--- src/rtl/clock24_pkg.sv ---
// Shared definitions for the clock24 seven-segment display path.
// Segment encodings are {g,f,e,d,c,b,a}, active-high.
// Digit index order matches the anode order: minutes units first, hours tens last.
package clock24_pkg;

    localparam logic [6:0] SEG_0     = 7'h3F;
    localparam logic [6:0] SEG_1     = 7'h06;
    localparam logic [6:0] SEG_2     = 7'h5B;
    localparam logic [6:0] SEG_3     = 7'h4F;
    localparam logic [6:0] SEG_4     = 7'h66;
    localparam logic [6:0] SEG_5     = 7'h6D;
    localparam logic [6:0] SEG_6     = 7'h7D;
    localparam logic [6:0] SEG_7     = 7'h07;
    localparam logic [6:0] SEG_8     = 7'h7F;
    localparam logic [6:0] SEG_9     = 7'h6F;
    localparam logic [6:0] SEG_DASH  = 7'h40;
    localparam logic [6:0] SEG_BLANK = 7'h00;

    typedef enum logic [1:0] {
        DIG_MIN1   = 2'd0,
        DIG_MIN10  = 2'd1,
        DIG_HOUR1  = 2'd2,
        DIG_HOUR10 = 2'd3
    } digit_e;

    // Element n is the one-hot anode pattern for digit index n.
    localparam logic [3:0][3:0] AN_ONEHOT = {4'b1000, 4'b0100, 4'b0010, 4'b0001};

endpackage

--- src/rtl/clock24_display_bcd_to_7seg.sv ---
// BCD digit to seven-segment decoder; values above 9 show a dash.
// Latency: purely combinational.
// Backpressure: none.
module bcd_to_7seg
    import clock24_pkg::*;
(
    input  logic [3:0] bcd,
    output logic [6:0] seg
);

    // Table lookup, anything out of BCD range falls through to the dash.
    always_comb begin
        case (bcd)
            4'd0:    seg = SEG_0;
            4'd1:    seg = SEG_1;
            4'd2:    seg = SEG_2;
            4'd3:    seg = SEG_3;
            4'd4:    seg = SEG_4;
            4'd5:    seg = SEG_5;
            4'd6:    seg = SEG_6;
            4'd7:    seg = SEG_7;
            4'd8:    seg = SEG_8;
            4'd9:    seg = SEG_9;
            default: seg = SEG_DASH;
        endcase
    end

endmodule

--- src/rtl/clock24_display.sv ---
// Multiplexed 4-digit HH:MM seven-segment driver with per-frame input snapshot.
// Latency: outputs registered, one cycle after the scan index/snapshot they decode.
// Backpressure: none; free-running scan. Optional LEAD_ZERO_BLANK_EN blanks a zero hours-tens digit.
module clock24_display
    import clock24_pkg::*;
#(
    parameter int SCAN_DIV = 4,
    parameter int CNT_W    = $clog2(SCAN_DIV) + 1
) (
    input  logic       clk,
    input  logic       reset,
    input  logic [3:0] min1,
    input  logic [2:0] min10,
    input  logic [3:0] hour1,
    input  logic [1:0] hour10,
    output logic [6:0] seg,
    output logic [3:0] an,
    output logic       dp
);

    localparam logic [CNT_W-1:0] CNT_MAX = CNT_W'(SCAN_DIV - 1);

    logic [CNT_W-1:0] cnt;
    digit_e           idx;
    logic [3:0]       snap_min1;
    logic [2:0]       snap_min10;
    logic [3:0]       snap_hour1;
    logic [1:0]       snap_hour10;

    logic             digit_wrap;
    logic             frame_end;
    logic [3:0]       digit;
    logic [6:0]       dec_seg;
    logic [6:0]       seg_next;

    assign digit_wrap = (cnt == CNT_MAX);
    assign frame_end  = digit_wrap && (idx == DIG_HOUR10);

    // Select the snapshot digit for the current scan slot, zero-extended.
    always_comb begin
        digit = 4'd0;
        case (idx)
            DIG_MIN1:   digit = snap_min1;
            DIG_MIN10:  digit = {1'b0, snap_min10};
            DIG_HOUR1:  digit = snap_hour1;
            DIG_HOUR10: digit = {2'b00, snap_hour10};
            default:    digit = 4'd0;
        endcase
    end

    bcd_to_7seg u_dec (
        .bcd (digit),
        .seg (dec_seg)
    );

    // Segment value for the slot, with optional leading-zero blanking of hours tens.
    always_comb begin
        seg_next = dec_seg;
`ifdef LEAD_ZERO_BLANK_EN
        if ((idx == DIG_HOUR10) && (snap_hour10 == 2'd0)) begin
            seg_next = SEG_BLANK;
        end
`endif
    end

    // Prescaler and digit index: hold each digit for SCAN_DIV cycles, then advance.
    always_ff @(posedge clk) begin
        if (reset) begin
            cnt <= '0;
            idx <= DIG_MIN1;
        end else if (digit_wrap) begin
            cnt <= '0;
            idx <= digit_e'(idx + 2'd1);
        end else begin
            cnt <= cnt + 1'b1;
        end
    end

    // Capture inputs only at frame end so a frame never mixes two times.
    always_ff @(posedge clk) begin
        if (reset) begin
            snap_min1   <= 4'd0;
            snap_min10  <= 3'd0;
            snap_hour1  <= 4'd0;
            snap_hour10 <= 2'd0;
        end else if (frame_end) begin
            snap_min1   <= min1;
            snap_min10  <= min10;
            snap_hour1  <= hour1;
            snap_hour10 <= hour10;
        end
    end

    // Registered display outputs; the colon rides with the hours-units digit.
    always_ff @(posedge clk) begin
        if (reset) begin
            seg <= 7'd0;
            an  <= 4'd0;
            dp  <= 1'b0;
        end else begin
            seg <= seg_next;
            an  <= AN_ONEHOT[idx];
            dp  <= (idx == DIG_HOUR1);
        end
    end

endmodule

--- config.mk ---
export PLATFORM = sky130hd
export DESIGN_NAME = clock24_display
export DESIGN_NICKNAME = d
export VERILOG_FILES = /design/src/rtl/clock24_pkg.sv /design/src/rtl/clock24_display_bcd_to_7seg.sv /design/src/rtl/clock24_display.sv
export SDC_FILE = /design/constraint.sdc
export NUM_CORES = 1
export LEC_CHECK = 0
export CAP_MARGIN = 0
export CORE_MARGIN = 4
export CORE_UTILIZATION = 30
export DETAILED_ROUTE_END_ITERATION = 6
export MAX_ROUTING_LAYER = met4
export PLACE_DENSITY_LB_ADDON = 0.05
export SLEW_MARGIN = 20
export SYNTH_ARGS = -nofsm -noshare
export SYNTH_HDL_FRONTEND = slang
export SYNTH_HIERARCHICAL = 1
export SYNTH_SLANG_ARGS = --single-unit
--- constraint.sdc ---
create_clock -name clk -period 6.4 [get_ports clk]
set_clock_uncertainty 0.05 [all_clocks]
set_input_delay 1.28 -clock clk [delete_from_list [all_inputs] [get_ports clk]]
set_output_delay 1.28 -clock clk [all_outputs]
set_load 0.02 [all_outputs]
==> results of run 1 <==
==> cell families after synthesis <==
group                      count (synthesis)  synth area share
AOI/OAI and AO/OA                         40             0.211
and+or+nand+nor                           38             0.146
DFF                                       29             0.412
buffers and inverters                     23            0.0896
adders and majority gates                 12             0.106
muxes                                      4            0.0293
xor gates and xnor gates                   1           0.00621
==> through the flow <==
step / hold slack, ps / util
after floorplan: 354 / -
after global placement: 364 / 0.370
after detailed placement: 381 / 0.370
after CTS: 390 / 0.390
after global routing: 409 / 0.389
final: 382 / 0.389
==> area by class of cell <==
type	count	area [um2]
Inverter	10	37.5
Multi-Input combinational cell	95	706
Tap cell	52	65.1
Timing Repair Buffer	26	255
Fill cell	451	2710
Clock buffer	7	86.3
Sequential cell	29	581
==> sequential cells by signal (all words and copies together) (netlist names) <==
register and flops:
seg 7, an 3, snap_min10 3, snap_min1 4
dp 1, snap_hour1 4, idx 2, snap_hour10 2
cnt 3
==> layer usage <==
metal | vias to the layer above | wire length [um] | GRT usage
met5 | - | 0 | -
met4 | 0 | 40 | 0.0652
met3 | 4 | 186 | 0.0414
met2 | 29 | 1160 | 0.149
met1 | 456 | 1360 | 0.128
li1 | 535 | - | -
==> placed cells by master (no fill, tap or decap), types with 2 or more instances in the layout <==
cell             count
a21bo_1             13
a21o_1               2
a21oi_1             13
a222oi_1             2
clkbuf_8             6
clkdlybuf4s50_1     25
dfxtp_1             29
ha_1                11
inv_1               10
mux2i_1              3
nand2_1              4
nand3_1             13
nor2_1               3
nor2b_1             13
nor3_1               2
o21ai_0              2
o21ai_1              2
o22ai_1              3
==> report_power, final <==
part | leakage, nW | internal (mW) | switching (mW)
Combinational | 0.371 | 0.0178 | 0.0175
Sequential | 0.237 | 0.186 | 0.00202
Clock | 0.0443 | 0.0850 | 0.0616
==> how the worst min path moves through the flow <==
| stage | end | slack [ps] |
|---|---|---|
| 4_1_cts | cnt[0]$_SDFF_PP0_ | 390 |
| 2_1_floorplan | cnt[0]$_SDFF_PP0_ | 350 |
| 3_3_place_gp | cnt[0]$_SDFF_PP0_ | 360 |
| 3_5_place_dp | cnt[0]$_SDFF_PP0_ | 380 |
| 5_1_grt | cnt[0]$_SDFF_PP0_ | 410 |
| 6_report | cnt[0]$_SDFF_PP0_ | 380 |
==> run metrics, run 1 <==
R2R setup slack=3330 ps; Least-Margin Pin Slew=958 ps; Die H=76.6 um; minimum clock period=3070 ps; Synth top cells by count=29 x dfxtp_1, 13 x a21bo_1, 13 x a21oi_1, 13 x nand3_1, 13 x nor2b_1; GPL Wtd Cong=0.699; port bufs=26; period utilization=0.479; Crit path buffers/inverters=1; Crit Path Category=reg2reg; largest net degree at the start of global routing=32; Setup Fix Bufs, Post-CTS=0; FFs w/ async S/R, synth=0; placed insts=212; P_leak=0.652 nW; Vias/cell=4.68; Cell variety after synth=28; Final Setup Violations=0; Area contributors post-synth=dfxtp_1 41%, ha_1 11%, a21bo_1 9.2%; Initial DRT Pass Iterations=4; Resized cells post-CTS=0; vias after detailed routing=1024; post-synthesis sequential area ratio=0.412; clock-pin slew on the worst setup and hold paths=60 ps; Crit path depth=8; most common cell in the netlist=dfxtp_1; Crit path arrival time=3160 ps; CP Capture Point=seg[5]$_SDFF_PP0_; Hold Vio Cnt, Final=0; GR Util All Layers=0.107; DP Worst Slack=3260 ps; Routed WL=2.75 mm; nets=194; total grt overflow=0; vias in the first global route=1051; Mapped Area=1410 um2; IO Pins=27; hold path startpoint=cnt[0]$_SDFF_PP0_; clk buf depth=2; normalized max-slew margin=0.361; Seq cells post-synth=29; Clock Latency Late Sink=270 ps; Worst Path Required=6490 ps; fin area=1730 um2; WHS Path Cells=1; prevailing post-synth register cell=dfxtp_1; initial core utilization=0.317; CTS tree=yes; Mapped Cells=147; reg-to-reg endpoint=seg[5]$_SDFF_PP0_; Non-Filler Instances=219; layout cell share with drive strength beyond 1=0.0659; clock buffer count from CTS=5; DRT iter0 DRCs=49; residual DRC count=0; DP HPWL=1.93 mm; fmax=326 MHz; Final ANT Viol Nets=0; diode count=0; initial antenna violation count=0; hold_buf cts=0; reg-to-reg startpoint=idx[0]$_SDFFE_PP0N_; dpl cell area=1650 um2; final setup TNS=0 ps; full die area=5860 um2; Core Region=4440 um2; reg2reg path depth=8; post-synth top area share=0.412; H-tree depth=2; unrepaired setup endpoints after global routing=false; Slowest cell on crit path=ha_1; # rows=24; clk sinks=29; Peak VDD IR=0.0822 mV; Worst Setup Slack, final=3330 ps; crit-path max FO=29; outcome=completed; max incr delay on CP=810 ps; Top delay family on crit path=adder cells; Crit. End Element=register; Root Driver=clkbuf_8; Pwr Total=0.370 mW; crit path from=idx[0]$_SDFFE_PP0N_; Worst Hold Class=reg2reg; Max Cap Viol=0; worst path cell trace=ha_1 > a222oi_1 > mux2i_1 > inv_1 > ha_1 > nor2b_1 > o31a_1 > nor2b_1; CP Launch Type=register; post-synth top area cell=dfxtp_1; WL/cell=12.5 um; first-pass GRT wire length=4.78 mm; Die Wd=76.6 um; synthesized area per cell=9.59 um2; syn_nets=174; pwr/cell area=214 nW/um2; Warnings, synthesis=6; Post-synth EDFFs=0; Layout area overhead=22.7%; Max Slew Vio Count=0
Power figures use the tool's default switching activity.
==> run 2: changes to the inputs <==
- clock period: 6.4 -> 3.2 ns (I/O delays scaled with it)
==> run 2 against run 1 <==
Net effect:
- flip-flop and latch count unchanged
- largest power group unchanged
- critical endpoint is now seg[0]$_SDFF_PP0_
- global-route usage down 0.25 points
- clock power grew 94%
- worst hold slack worse by 4.1 ps
- via count is 2.0% higher
==> run metrics, run 2 (synthesis results as in run 1) <==
# rows=24 (unchanged); Resized cells post-CTS=0 (unchanged); P_sw=0.173 mW (was 0.0811 mW); vias in the first global route=1008 (was 1051); Least-Margin Pin Slew=1050 ps (was 958 ps); Initial DRT Pass Iterations=6 (was 4); Top reg by flops=seg (unchanged); most common cell after layout, fill and taps aside=dfxtp_1 (unchanged); max reg flops=7 (unchanged); Core Region=4440 um2 (unchanged); largest net degree at the start of global routing=32 (unchanged); CP Launch Type=register (unchanged); pwr/cell area=416 nW/um2 (was 214 nW/um2); clock share of power=0.389 (was 0.396); nets=198 (was 194); cell mode on critical path=ha_1; normalized max-slew margin=0.300 (was 0.361); clk sinks=29 (unchanged); Hold Vio Cnt, Final=0 (unchanged); final core area utilization=0.396 (was 0.389); Top delay family on crit path=multiplexers (was adder cells); initial antenna violation count=0 (unchanged); most frequent cells in the layout=29 x dfxtp_1, 26 x clkdlybuf4s50_1 (was 29 x dfxtp_1, 25 x clkdlybuf4s50_1); P_leak=0.676 nW (was 0.652 nW); hold_buf cts=0 (unchanged); Final Setup Violations=0 (unchanged); DRT iter0 DRCs=30 (was 49); Crit. End Element=register (unchanged); Layout area overhead=24.8% (was 22.7%); clk buf depth=2 (unchanged); GR Util All Layers=0.104 (was 0.107); outcome=completed (unchanged); GPL Wtd Cong=0.767 (was 0.699); Peak VDD IR=0.199 mV (was 0.0822 mV); minimum clock period=2630 ps (was 3070 ps); WHS Path Cells=1 (unchanged); period utilization=0.821 (was 0.479); vias after detailed routing=1044 (was 1024); Worst Path Required=3370 ps (was 6490 ps); Crit Path Category=reg2reg (unchanged); IO Pins=27 (unchanged); cell internal pwr=0.559 mW (was 0.289 mW); final setup TNS=0 ps (unchanged); Reg power frac=0.515 (was 0.509); crit-path max FO=11 (was 29); sw frac=0.236 (was 0.219); busiest layer in global routing=met2 (unchanged); first-pass GRT wire length=4.73 mm (was 4.78 mm); Final ANT Viol Nets=0 (unchanged); grt met2 use=0.155 (was 0.149); full die area=5860 um2 (unchanged); Worst Hold Class=reg2reg (unchanged); Crit path depth=8 (unchanged); diode count=0 (unchanged); Max Cap Viol=0 (unchanged); Routed WL=2.79 mm (was 2.75 mm); Setup Fix Bufs, Post-CTS=0 (unchanged); worst path cell trace=ha_1 > a222oi_1 > mux2i_1 > inv_1 > ha_1 > mux2_2 > o22ai_1 > nor2b_1 (was ha_1 > a222oi_1 > mux2i_1 > inv_1 > ha_1 > nor2b_1 > o31a_1 > nor2b_1); clock-pin slew on the worst setup and hold paths=60 ps (about the same); unrepaired setup endpoints after global routing=false (unchanged); clock buffer count from CTS=5 (unchanged); port bufs=26 (unchanged); met1 Track Usage GR=0.123 (was 0.128); Crit path arrival time=2790 ps (was 3160 ps); Max Slew Vio Count=0 (unchanged); WL/cell=12.5 um (about the same); initial core utilization=0.317 (unchanged); reg2reg path depth=8 (unchanged); layout cell share with drive strength beyond 1=0.0814 (was 0.0659); fmax=381 MHz (was 326 MHz); worst hold slack=378 ps (was 382 ps); DP HPWL=1.87 mm (was 1.93 mm); biggest regs=seg: 7 flops, snap_hour1: 4 flops, snap_min1: 4 flops (unchanged); Die Wd=76.6 um (unchanged); Root Driver=clkbuf_8 (unchanged); Crit path buffers/inverters=1 (unchanged); Clock Latency Late Sink=280 ps (was 270 ps); Slowest cell on crit path=mux2i_1 (was ha_1); met3 Use GR=0.0414 (unchanged); CTS tree=yes (unchanged); total grt overflow=0 (unchanged); Logic pwr share=0.096 (was 0.095); max incr delay on CP=570 ps (was 810 ps); residual DRC count=0 (unchanged); fillers=467 (was 451); Vias/cell=4.66 (was 4.68); H-tree depth=2 (unchanged); Die H=76.6 um (unchanged)
run 2: worst paths after layout:
check / slack (ps) / startpoint / end
max: 570 / idx[0]$_SDFFE_PP0N_ / seg[0]$_SDFF_PP0_
max reg2reg: 570 / idx[0]$_SDFFE_PP0N_ / seg[0]$_SDFF_PP0_
min reg2reg: 380 / cnt[0]$_SDFF_PP0_ / cnt[0]$_SDFF_PP0_
min: 380 / cnt[0]$_SDFF_PP0_ / cnt[0]$_SDFF_PP0_
run 2: metrics by stage:
step / power [mW] / instances / setup slack, ps / cell area (um2)
6_report: 0.732 / 224 / 574 / 1760
5_1_grt: 0.769 / 224 / 338 / 1760
4_1_cts: 0.748 / 224 / 593 / 1760
3_5_place_dp: 0.457 / 216 / 635 / 1680
3_3_place_gp: 0.454 / 216 / 760 / 1680
2_1_floorplan: 0.421 / 147 / 1010 / 1410
run 2: power groups by stage:
| stage | combinational, mW | clock (mW) | sequential [mW] |
|---|---|---|---|
| detailed placement | 0.0718 | 0 | 0.385 |
| floorplan | 0.0296 | 0 | 0.392 |
| global placement | 0.0698 | 0 | 0.384 |
| finish | 0.0702 | 0.285 | 0.377 |
| CTS | 0.0722 | 0.299 | 0.377 |
| global route | 0.0767 | 0.314 | 0.378 |
run 2: layout make-up:
cell class | count | area (um2) | share of cell area
clock buffer | 6 | 72.6 | 0.0413
clock inverter | 2 | 10.0 | 0.00569
inverter | 10 | 37.5 | 0.0213
multi-input combinational | 95 | 703 | 0.400
sequential | 29 | 581 | 0.330
tap | 52 | 65.1 | 0.0370
timing repair buffer | 30 | 290 | 0.165
run 2: worst register-to-register path: cells and delay by family (launching register included):
kind | cells | cell delay, ps
AOI/OAI and AO/OA | 2 | 330
buffers and inverters | 1 | 180
and+or+nand+nor | 1 | 130
adders and majority gates | 2 | 620
muxes | 2 | 840
DFF | 1 | 410
run 2: layer usage:
layer	up-vias	share of wire
li1	544	-
met1	468	0.50
met2	27	0.43
met3	5	0.048
met4	0	0.020
met5	-	0
